===== src/rtl/branch_update_unit.sv =====
// Branch predictor update unit: 2-bit saturating counters with a coalescing write FIFO
// feeding the 1-bit prediction table. Optional statistics counters under BRANCH_STATS_EN.
module branch_update_unit #(
   parameter int unsigned INDEX_BITS = 6,
   parameter int unsigned FIFO_DEPTH = 4
) (
   input  logic                  clk,
   input  logic                  reset,
   input  logic                  branchE,
   input  logic [31:0]           pcE,
   input  logic                  predE,
   input  logic                  takenE,
   input  logic                  tbl_ready,
   output logic                  tbl_we,
   output logic [INDEX_BITS-1:0] tbl_addr,
   output logic                  tbl_wd,
   output logic                  mispredictE,
`ifdef BRANCH_STATS_EN
   output logic [31:0]           br_count,
   output logic [31:0]           mispred_count,
`endif
   output logic                  stall_req
);

   localparam int unsigned Entries = 2 ** INDEX_BITS;
   localparam int unsigned PtrW    = $clog2(FIFO_DEPTH);
   localparam int unsigned OccW    = PtrW + 1;
   localparam logic [OccW-1:0] FullOcc = OccW'(FIFO_DEPTH);

   logic [1:0]            ctrQ [Entries];
   logic [INDEX_BITS-1:0] addrQ [FIFO_DEPTH];
   logic                  wdQ [FIFO_DEPTH];
   logic [PtrW-1:0]       headQ, tailQ;
   logic [OccW-1:0]       occQ;

   logic [INDEX_BITS-1:0] idx;
   logic [1:0]            oldCnt, newCnt;
   logic                  flip, full, deq, accept, enq, coalesce;
   logic                  hitAny;
   logic [PtrW-1:0]       hitSlot, slotOff;
   logic                  unusedPc;

   assign idx      = pcE[INDEX_BITS+1:2];
   assign unusedPc = ^{pcE[31:INDEX_BITS+2], pcE[1:0]};
   assign oldCnt   = ctrQ[idx];

   always_comb begin
      newCnt = oldCnt;
      if (takenE) begin
         if (oldCnt != 2'b11) newCnt = oldCnt + 2'd1;
      end else begin
         if (oldCnt != 2'b00) newCnt = oldCnt - 2'd1;
      end
   end

   assign flip        = newCnt[1] ^ oldCnt[1];
   assign full        = (occQ == FullOcc);
   assign tbl_we      = (occQ != '0);
   assign deq         = tbl_we & tbl_ready;
   assign accept      = branchE & (~full | deq);
   assign mispredictE = branchE & (predE != takenE);
   assign stall_req   = full;
   assign tbl_addr    = tbl_we ? addrQ[headQ] : '0;
   assign tbl_wd      = tbl_we & wdQ[headQ];

   // Find a live entry with the same index; the head being dequeued this cycle is excluded.
   always_comb begin
      hitAny  = 1'b0;
      hitSlot = '0;
      slotOff = '0;
      for (int j = 0; j < FIFO_DEPTH; j++) begin
         slotOff = PtrW'(j) - headQ;
         if (!hitAny && ({1'b0, slotOff} < occQ) && !(deq && slotOff == '0) &&
             addrQ[j] == idx) begin
            hitAny  = 1'b1;
            hitSlot = PtrW'(j);
         end
      end
   end

   assign enq      = accept & flip & ~hitAny;
   assign coalesce = accept & flip & hitAny;

   always_ff @(posedge clk or posedge reset) begin
      if (reset) begin
         for (int i = 0; i < Entries; i++) ctrQ[i] <= 2'b01;
      end else if (accept) begin
         ctrQ[idx] <= newCnt;
      end
   end

   always_ff @(posedge clk or posedge reset) begin
      if (reset) begin
         headQ <= '0;
         tailQ <= '0;
         occQ  <= '0;
      end else begin
         if (deq) headQ <= headQ + 1'b1;
         if (enq) tailQ <= tailQ + 1'b1;
         if (enq && !deq)      occQ <= occQ + 1'b1;
         else if (deq && !enq) occQ <= occQ - 1'b1;
      end
   end

   // Payload needs no reset: outputs are gated by occupancy.
   always_ff @(posedge clk) begin
      if (enq) begin
         addrQ[tailQ] <= idx;
         wdQ[tailQ]   <= newCnt[1];
      end
      if (coalesce) wdQ[hitSlot] <= newCnt[1];
   end

`ifdef BRANCH_STATS_EN
   always_ff @(posedge clk or posedge reset) begin
      if (reset) begin
         br_count      <= '0;
         mispred_count <= '0;
      end else if (accept) begin
         br_count <= br_count + 32'd1;
         if (mispredictE) mispred_count <= mispred_count + 32'd1;
      end
   end
`endif

endmodule


===== config.mk =====
export PLATFORM = sky130hd
export DESIGN_NAME = branch_update_unit
export DESIGN_NICKNAME = d
export VERILOG_FILES = /design/src/rtl/branch_update_unit.sv
export SDC_FILE = /design/constraint.sdc
export NUM_CORES = 1
export LEC_CHECK = 0
export BUFFER_PORTS_ARGS = -buffer_cell sky130_fd_sc_hd__buf_2
export CAP_MARGIN = 20
export CORE_MARGIN = 5
export CORE_UTILIZATION = 45
export CTS_CLUSTER_DIAMETER = 30
export CTS_CLUSTER_SIZE = 12
export DETAILED_ROUTE_END_ITERATION = 8
export GPL_TIMING_DRIVEN = 0
export PLACE_DENSITY = 0.6
export SLEW_MARGIN = 30
export SYNTH_ARGS = -nofsm -noshare
export SYNTH_HDL_FRONTEND = slang
export SYNTH_SLANG_ARGS = --single-unit

===== constraint.sdc =====
create_clock -name clk -period 9.3 [get_ports clk]
set_clock_uncertainty 0.15 [all_clocks]
set_input_delay 1.86 -clock clk [delete_from_list [all_inputs] [get_ports clk]]
set_output_delay 1.86 -clock clk [all_outputs]
set_load 0.005 [all_outputs]

==> flow_metrics.tcl, run 1 <==
set metrics [dict create \
    cp.arrival_ns 5.80 \
    synthCells 670 \
    final-max-slew-violation-count 0 \
    detailed_place_hpwl_um 16300 \
    post-place-ws_ns 3.26 \
    crit_required_ns 9.51 \
    crit_slowest_cell "clkbuf_1" \
    synthDominantCellAreaShare_pct 20.9 \
    setup_viol 0 \
    fin_tns_setup_ns 0 \
    final_common_cell "mux2_2" \
    grt-busiest-layer "met2" \
    io_buffer_count 21 \
    status "finished, final reports clean" \
    met1_usage_pct 27.8 \
    setup_slack_ns 3.70 \
    startpoint_type "primary input" \
    layout-drive-gt1-share_pct 42.1 \
    viasPerCell 5.97 \
    cts_max_level 4 \
    worst_pin_slew_ns 0.906 \
    path_buf_inv 5 \
    path_depth 16 \
    die_w_um 148 \
    cts_tree "done" \
    final.min_clock_period_ns 5.60 \
    cts_buffers 17 \
    place_area_um2 8980 \
    drtAntennaViolNets 0 \
    drc 0 \
    fmax_mhz 179 \
    p_per_area_nw_per_um2 224 \
    clk_pin_slew_worst_paths_ns 0.06 \
    nFillCells 1618 \
    yosys-top-cells-area "dfrtp_1 21%, dfstp_2 20%, mux2_2 18%" \
    p_clk_share_pct 33.9 \
    hold_violations 0 \
    synth.distinct_cells 58 \
    area_growth_pct 12.7 \
    gp_congestion 0.888 \
    mostFrequentLayoutCells "137 x mux2_2, 71 x dfrtp_1, 64 x dfstp_2" \
    fp-row-count 50 \
    fin_area_um2 9590 \
    cts-resized-gates 0 \
    grt_util_met2_pct 35.2 \
    design_power_total_mw 2.15 \
    worstPathCellList "buf_2, buf_2, clkbuf_1, nand2_1, nor3_1, nor4_2, a2111o_1, o22ai_1, nand2_1, inv_1, ha_1, inv_1, fa_1, xor2_1, nor2_1, xor2_1" \
    drt_iter0_markers 393 \
    core_um2 18600 \
    post_cts_buffers 0 \
    synth-seq-cells 163 \
    wl_per_cell_um 23.7 \
    diodes 0 \
    crit_path_max_incr_delay_ns 0.48 \
    first_pass_iters 5 \
    cts_root_buf "clkbuf_16" \
    syn-cell-area_um2 8510 \
    cts_max_path_buffers 2 \
    vias 5741 \
    critPathMaxFanout 10 \
    worstSetupPathType "in2reg" \
    hold_buffers 0 \
    vdd_drop_max_uv 125 \
    dieArea_um2 21800 \
    ys_seq_area_share_pct 50.5 \
    hold_path_class "reg2reg" \
    cap_violations 0 \
    grt_pass1_vias 6179 \
    min_period_over_period_pct 60.2 \
    antenna_found_initial 0 \
    final_nets 766 \
    worst_r2r_path_depth 16 \
    grt_first_pass_wirelength_um 35700 \
    internal_power_mw 1.53 \
    yosysTopAreaCell "dfrtp_1" \
    switching_share_pct 28.7 \
    rsz0062_at_grt "no" \
    seq_power_share_pct 43.0 \
    worstSkewPairLatency_ns 0.43 \
    relSlewSlack_pct 39.0 \
    start_util_pct 45.6 \
    yosysWarnings 0 \
    grt_max_degree 72 \
    critPathTopFamily "simple AND/OR/NAND/NOR gates" \
    async_reset_ff_share_pct 82.8 \
    grt_usage_pct 21.6 \
    cellLeakagePower_nw 4.07 \
    switchingPower_uw 617 \
    cp-end-kind "flip-flop" \
    use_met3_pct 4.75 \
    grt-ovfl-total 0 \
    wirelength_um 22800 \
    synth-edff-count 28 \
    num_io_pins 48 \
    syn_area_per_cell_um2 12.7 \
    combPwrFrac_pct 23.1 \
    dominantRegCellSynth "dfrtp_1" \
    syn-num-nets 722 \
    whs_path_depth 1 \
    cts_sinks 163 \
    fp.dieH_um 148 \
]
flip-flops by register name (all words and copies together), names as in the netlist:
register,flops
addrQ,24
ctrQ,128
wdQ,4
occQ,3
tailQ,2
headQ,2
power by group through the flow:
stage / combinational (mW) / clock, mW / sequential (mW)
floorplan: 0.358 / 0 / 0.911
global placement: 0.481 / 0 / 0.929
detailed placement: 0.499 / 0 / 0.935
CTS: 0.501 / 0.736 / 0.923
global route: 0.550 / 0.765 / 0.936
finish: 0.496 / 0.727 / 0.924
logic make-up after synthesis:
| family | Yosys count | synth area share (%) |
|---|---|---|
| compound gates | 64 | 5.57 |
| flops | 163 | 50.5 |
| fa+ha+maj | 15 | 2.28 |
| simple gates | 167 | 9.68 |
| mux | 171 | 25.2 |
| xor+xnor | 30 | 3.09 |
| buf+inv | 60 | 3.63 |
cells in the mapped netlist, types with 3 or more instances:
cell type	instances
nor4_1	5
mux2_2	137
buf_1	3
nor3b_1	3
o22ai_1	6
clkbuf_1	18
nand2_1	51
mux2i_1	12
and3_1	8
nor3_1	8
xor2_1	17
or3_1	3
buf_6	7
a21oi_1	6
nand2b_1	3
nand3_1	8
buf_2	13
inv_1	15
nor2b_1	5
and3b_1	6
nor2_1	44
a32oi_1	3
ha_1	13
dfrtp_1	71
a221oi_1	7
dfstp_2	64
and2_1	13
buf_4	4
xnor2_1	13
nand3b_1	3
edfxtp_1	28
mux4_2	21
o21ai_0	10
a22oi_1	7
nand4_1	3
layout make-up:
cell class,instances,area (um^2),area share [%]
repair buffers,25,159,1.66
well taps,234,293,3.05
clock inverters,13,156,1.63
clock buffers,19,454,4.73
plain buffers,45,253,2.63
inverters,15,63.8,0.665
flip-flops and latches,163,4300,44.8
multi-input cells,447,3920,40.8
per-stage QoR:
stage	utilization [%]	cells	hold slack (ns)
after floorplan	-	670	0.321
after global placement	47.8	925	0.335
after detailed placement	48.2	929	0.336
after CTS	51.5	961	0.349
after global routing	51.5	961	0.372
final	51.5	961	0.349
layer usage:
| layer | up-vias | share of wire (%) |
|---|---|---|
| met4 | 0 | 3.7 |
| met5 | - | 0 |
| met1 | 2973 | 43 |
| met3 | 58 | 5.6 |
| met2 | 184 | 48 |
| li1 | 2526 | - |
worst paths after layout:
path                                      start                   end  slack (ns)
max reg2reg                headQ[0]$_DFFE_PP0P_   occQ[2]$_DFFE_PP0P_        4.86
min in group asynchronous                 reset  headQ[0]$_DFFE_PP0P_        1.31
max                                      pcE[5]   occQ[2]$_DFFE_PP0P_        3.70
min reg2reg                ctrQ[57]$_DFFE_PP0P_  ctrQ[57]$_DFFE_PP0P_        0.35
min                        ctrQ[57]$_DFFE_PP0P_  ctrQ[57]$_DFFE_PP0P_        0.35
max in group asynchronous                 reset  ctrQ[40]$_DFFE_PP1P_        6.94
(Power assumes the default switching activity.)
==> run 2, diff against run 1 <==
Settings changed: PLACE_DENSITY 0.6 to 0.62.
Clock period 9.3 ns to 4.9 ns, I/O delays scaled along.
==> run 2 against run 1 <==
Compared with the run above:
- wire length shrank 0.83%
- sequential share of layout area is essentially flat
- final area hardly changed
- sequential power increased by 89%
- non-clock buffer count down 2
- clock-buffer cell count rose by 2
- flip-flop and latch count stayed put
- via count down 0.30%
- die area unchanged
==> flow_metrics.tcl, run 2 (same netlist as run 1, synthesis figures left out) <==
set metrics [dict create \
    io_buffer_count 21 \
    final_cells 959 \
    design_power_total_mw 4.09 \
    start_util_pct 45.6 \
    detailed_place_hpwl_um 16000 \
    hold_path_class "reg2reg" \
    crit_required_ns 5.10 \
    final.min_clock_period_ns 4.56 \
    diodes 0 \
    nFillCells 1595 \
    place_area_um2 8970 \
    vdd_drop_max_uv 246 \
    wl_per_cell_um 23.5 \
    fp-row-count 50 \
    min_period_over_period_pct 93.0 \
    rsz0062_at_grt "no" \
    mostFrequentLayoutCells "137 x mux2_2, 71 x dfrtp_1, 64 x dfstp_2" \
    cts_max_level 4 \
    worstSetupPathType "in2reg" \
    clk_pin_slew_worst_paths_ns 0.06 \
    startpoint_type "primary input" \
    fp.dieH_um 148 \
    top_regs "ctrQ (128), addrQ (24), wdQ (4)" \
    final-max-slew-violation-count 0 \
    reg2reg_slack_ns 0.64 \
    setup_slack_ns 0.341 \
    cp-end-kind "flip-flop" \
    setup_viol 0 \
    cts_max_path_buffers 2 \
    hold_buffers 0 \
    grt_pass1_vias 6097 \
    critPathMaxFanout 10 \
    whs_ns 0.354 \
    vias 5724 \
    p_per_area_nw_per_um2 426 \
    cp.arrival_ns 4.76 \
    grt_first_pass_wirelength_um 35200 \
    relSlewSlack_pct 35.4 \
    top_register "ctrQ" \
    antenna_found_initial 0 \
    first_pass_iters 5 \
    cts_buffers 17 \
    cts_tree "done" \
    regArea_um2 4300 \
    die_w_um 148 \
    cts_sinks 163 \
    fin_area_um2 9590 \
    final_nets 764 \
    dieArea_um2 21800 \
    grt_usage_pct 21.2 \
    drtAntennaViolNets 0 \
    layout-drive-gt1-share_pct 42.6 \
    cellLeakagePower_nw 4.06 \
    post-place-ws_ns -0.312 \
    status "finished, final reports clean" \
    finish.utilization_pct 51.4 \
    num_io_pins 48 \
    drt_iter0_markers 440 \
    gp_congestion 0.912 \
    grt-ovfl-total 0 \
    largest_reg_flops 128 \
    core_um2 18600 \
    worstSkewPairLatency_ns 0.43 \
    final_common_cell "mux2_2" \
    fmax_mhz 219 \
    area_growth_pct 12.7 \
    multi_input_area_um2 3920 \
    cts_root_buf "clkbuf_16" \
    wirelength_um 22600 \
    hold_violations 0 \
    dp_cells 928 \
    fin_tns_setup_ns 0 \
    viasPerCell 5.97 \
    grt_max_degree 74 \
    cap_violations 0 \
    drc 0 \
    worst_pin_slew_ns 0.959 \
]
## run 2: worst paths after layout
kind,from,to,cells after the start
max,pcE[2],occQ[2]$_DFFE_PP0P_,17
min,ctrQ[45]$_DFFE_PP0P_,ctrQ[45]$_DFFE_PP0P_,1
max reg2reg,headQ[0]$_DFFE_PP0P_,occQ[2]$_DFFE_PP0P_,16
min reg2reg,ctrQ[45]$_DFFE_PP0P_,ctrQ[45]$_DFFE_PP0P_,1
max in group asynchronous,reset,ctrQ[16]$_DFFE_PP1P_,3
min in group asynchronous,reset,occQ[0]$_DFFE_PP0P_,2
## run 2: report_power, final
part | leakage (nW) | internal, mW | total [mW] | switching [mW]
registers | 1.88 | 1.63 | 1.75 | 0.119
clock network | 0.298 | 0.832 | 1.39 | 0.557
logic | 1.88 | 0.441 | 0.946 | 0.504
## run 2: repair_timing
| action | CTS | global route |
|---|---|---|
| endpoints found under the setup margin | 0 | 2 |
| resized for setup | 0 | 1 |
| setup buffers | 0 | 0 |
## run 2: critical path, cell delays in order
cell	delay (ns)
buf_2	0.14
buf_4	0.22
buf_4	0.22
nor2_1	0.49
a221oi_1	0.21
o221ai_1	0.25
a22oi_1	0.16
a2111o_1	0.50
o22ai_2	0.28
nand2_1	0.17
inv_1	0.09
ha_1	0.18
inv_1	0.06
fa_1	0.37
xor2_1	0.17
nor2_1	0.11
xor2_1	0.14
## run 2: layer usage
| layer | global-route usage (%) | part of all wire (%) |
|---|---|---|
| met5 | 0 | 0 |
| met4 | 6.80 | 2.8 |
| met3 | 5.33 | 5.3 |
| met2 | 35.5 | 49 |
| met1 | 27.3 | 43 |
## run 2: layout make-up
class,instances,area share (%)
inverters,15,0.666
plain buffers,44,2.60
flip-flops and latches,163,44.8
multi-input cells,447,40.9
clock buffers,21,4.80
repair buffers,24,1.54
clock inverters,11,1.58
well taps,234,3.05
==> run 3, diff against run 2 <==
--- a/config.mk
+++ b/config.mk
@@ -8,4 +8,5 @@
 export BUFFER_PORTS_ARGS = -buffer_cell sky130_fd_sc_hd__buf_2
 export CAP_MARGIN = 20
+export CORE_ASPECT_RATIO = 1.75
 export CORE_MARGIN = 5
 export CORE_UTILIZATION = 45
==> constraint.sdc (replaced) <==
create_clock -name clk -period 4.9 [get_ports clk]
set_clock_uncertainty 0.15 [all_clocks]
set_input_delay 0.98 -clock clk [delete_from_list [all_inputs] [get_ports clk]]
set_output_delay 0.98 -clock clk [all_outputs]
set_load 0.02 [all_outputs]
==> run 3 against run 2 <==
Compared with the run above:
- final area fell by 0.70%
- first-iteration DRC count rose by 6.6%
- cell count rose by 0.31%
- combinational power rose by 7%
- setup slack improved by 0.029 ns
- largest cell class unchanged
- highest routed layer unchanged
- utilization fell by 0.19 points
==> flow_metrics.tcl, run 3 (same netlist as run 1, synthesis figures left out) <==
set metrics [dict create \
    grt_max_degree 99 \
    min_period_over_period_pct 92.4 \
    status "finished, final reports clean" \
    mostFrequentLayoutCells "137 x mux2_2, 71 x dfrtp_1, 64 x dfstp_2" \
    fin_tns_setup_ns 0 \
    wl_met3_um 1090 \
    cts_root_buf "clkbuf_16" \
    grt_pass1_vias 6384 \
    grt_usage_pct 22.6 \
    io_buffer_count 21 \
    cts_max_level 4 \
    hold_path_class "in2async" \
    antenna_found_initial 0 \
    grt-ovfl-total 0 \
    die_w_um 114 \
    core_um2 18600 \
    vias 5810 \
    final.min_clock_period_ns 4.53 \
    gp_congestion 0.919 \
    layout-drive-gt1-share_pct 43.1 \
    wl_met1_um 8190 \
    cts_max_path_buffers 2 \
    crit_slowest_cell "a2111o_1" \
    crit_path_frequent_cell "buf_2" \
    nFillCells 1660 \
    wl_per_cell_um 24.5 \
    final_common_cell "mux2_2" \
    top_regs "ctrQ (128), addrQ (24), wdQ (4)" \
    top_register "ctrQ" \
    setup_viol 0 \
    fp-row-count 66 \
    crit_path_max_incr_delay_ns 0.41 \
    cp.arrival_ns 4.74 \
    post-place-ws_ns -0.340 \
    worstSkewPairLatency_ns 0.44 \
    diodes 0 \
    cellLeakagePower_nw 4.04 \
    clk_pin_slew_worst_paths_ns 0.07 \
    startpoint_type "primary input" \
    dieArea_um2 21900 \
    first_pass_iters 5 \
    final-max-slew-violation-count 0 \
    hold_buffers 0 \
    area_growth_pct 11.9 \
    fp.dieH_um 192 \
    worst_pin_slew_ns 0.907 \
    cts_tree "done" \
    largest_reg_flops 128 \
    rsz0062_at_grt "no" \
    cts_sinks 163 \
    wirelength_um 23600 \
    drc 0 \
    wl_met2_um 12700 \
    cts-resized-gates 0 \
    worstSetupPathType "in2reg" \
    setup_slack_ns 0.371 \
    crit_required_ns 5.11 \
    final_nets 763 \
    top_layer "met4" \
    cts_buffers 17 \
    detailed_place_hpwl_um 16900 \
    critPathTopFamily "buffers and inverters" \
    relSlewSlack_pct 39.2 \
    place_area_um2 8970 \
    whs_ns 0.354 \
    p_per_area_nw_per_um2 423 \
    hold_violations 0 \
    drtAntennaViolNets 0 \
    finish.utilization_pct 51.2 \
    fmax_mhz 221 \
    cap_violations 0 \
    worstPathCellList "buf_2, buf_2, buf_2, buf_2, mux2i_1, a221oi_1, o21ai_0, o21ai_1, a2111o_1, o22ai_2, nand2_1, inv_1, ha_1, inv_1, fa_1, xor2_1, nor2_1, xor2_1" \
    critPathMaxFanout 10 \
    path_buf_inv 6 \
    grt_first_pass_wirelength_um 36300 \
    drt_iter0_markers 469 \
    fin_area_um2 9520 \
    vdd_drop_max_uv 245 \
    num_io_pins 48 \
    cp-end-kind "flip-flop" \
    post_cts_buffers 0 \
    start_util_pct 45.8 \
    viasPerCell 6.04 \
]
## run 3: worst reg2reg max path: cells and delay by family (launching register included)
kind            cells  cell delay, ns
simple gates        3            0.70
fa+ha+maj           4            1.20
xor+xnor            2            0.32
flops               1            0.40
compound gates      3            0.62
buf+inv             4            0.80
## run 3: layout make-up
type | count | area [um^2] | share of cell area, %
Multi-Input combinational cell | 447 | 3920 | 41.2
Tap cell | 238 | 298 | 3.13
Inverter | 15 | 63.8 | 0.670
Sequential cell | 163 | 4300 | 45.2
Clock buffer | 17 | 425 | 4.47
Timing Repair Buffer | 23 | 140 | 1.47
Buffer | 44 | 251 | 2.64
Clock inverter | 15 | 119 | 1.25
## run 3: path summary, 6_finish.rpt
check | from | end | slack, ns | cells after the start
max in group asynchronous | reset | ctrQ[52]$_DFFE_PP1P_ | 3.45 | 3
hold reg to reg | ctrQ[17]$_DFFE_PP0P_ | ctrQ[17]$_DFFE_PP0P_ | 0.36 | 1
setup / recovery | pcE[4] | occQ[2]$_DFFE_PP0P_ | 0.37 | 18
hold / removal | reset | ctrQ[3]$_DFFE_PP0P_ | 0.35 | 2
setup reg to reg | headQ[1]$_DFFE_PP0P_ | occQ[2]$_DFFE_PP0P_ | 0.66 | 16
min in group clk | ctrQ[17]$_DFFE_PP0P_ | ctrQ[17]$_DFFE_PP0P_ | 0.36 | 1
## run 3: through the flow
step / total power, mW / std cells
final: 4.02 / 962
after global routing: 4.21 / 962
after CTS: 4.05 / 963
after detailed placement: 2.79 / 931
after global placement: 2.75 / 929
after floorplan: 2.46 / 670
## run 3: per-layer routing
metal  vias to the layer above  track usage, %
met5                         -               0
met3                        91            4.07
met1                      2961            23.4
li1                       2511               -
met2                       247            40.9
met4                         0            14.9
## run 3: power by group
group | leakage, nW | internal (mW) | switching, mW | total, mW
registers | 1.88 | 1.63 | 0.119 | 1.75
logic | 1.88 | 0.442 | 0.571 | 1.01
clock network | 0.272 | 0.662 | 0.596 | 1.26
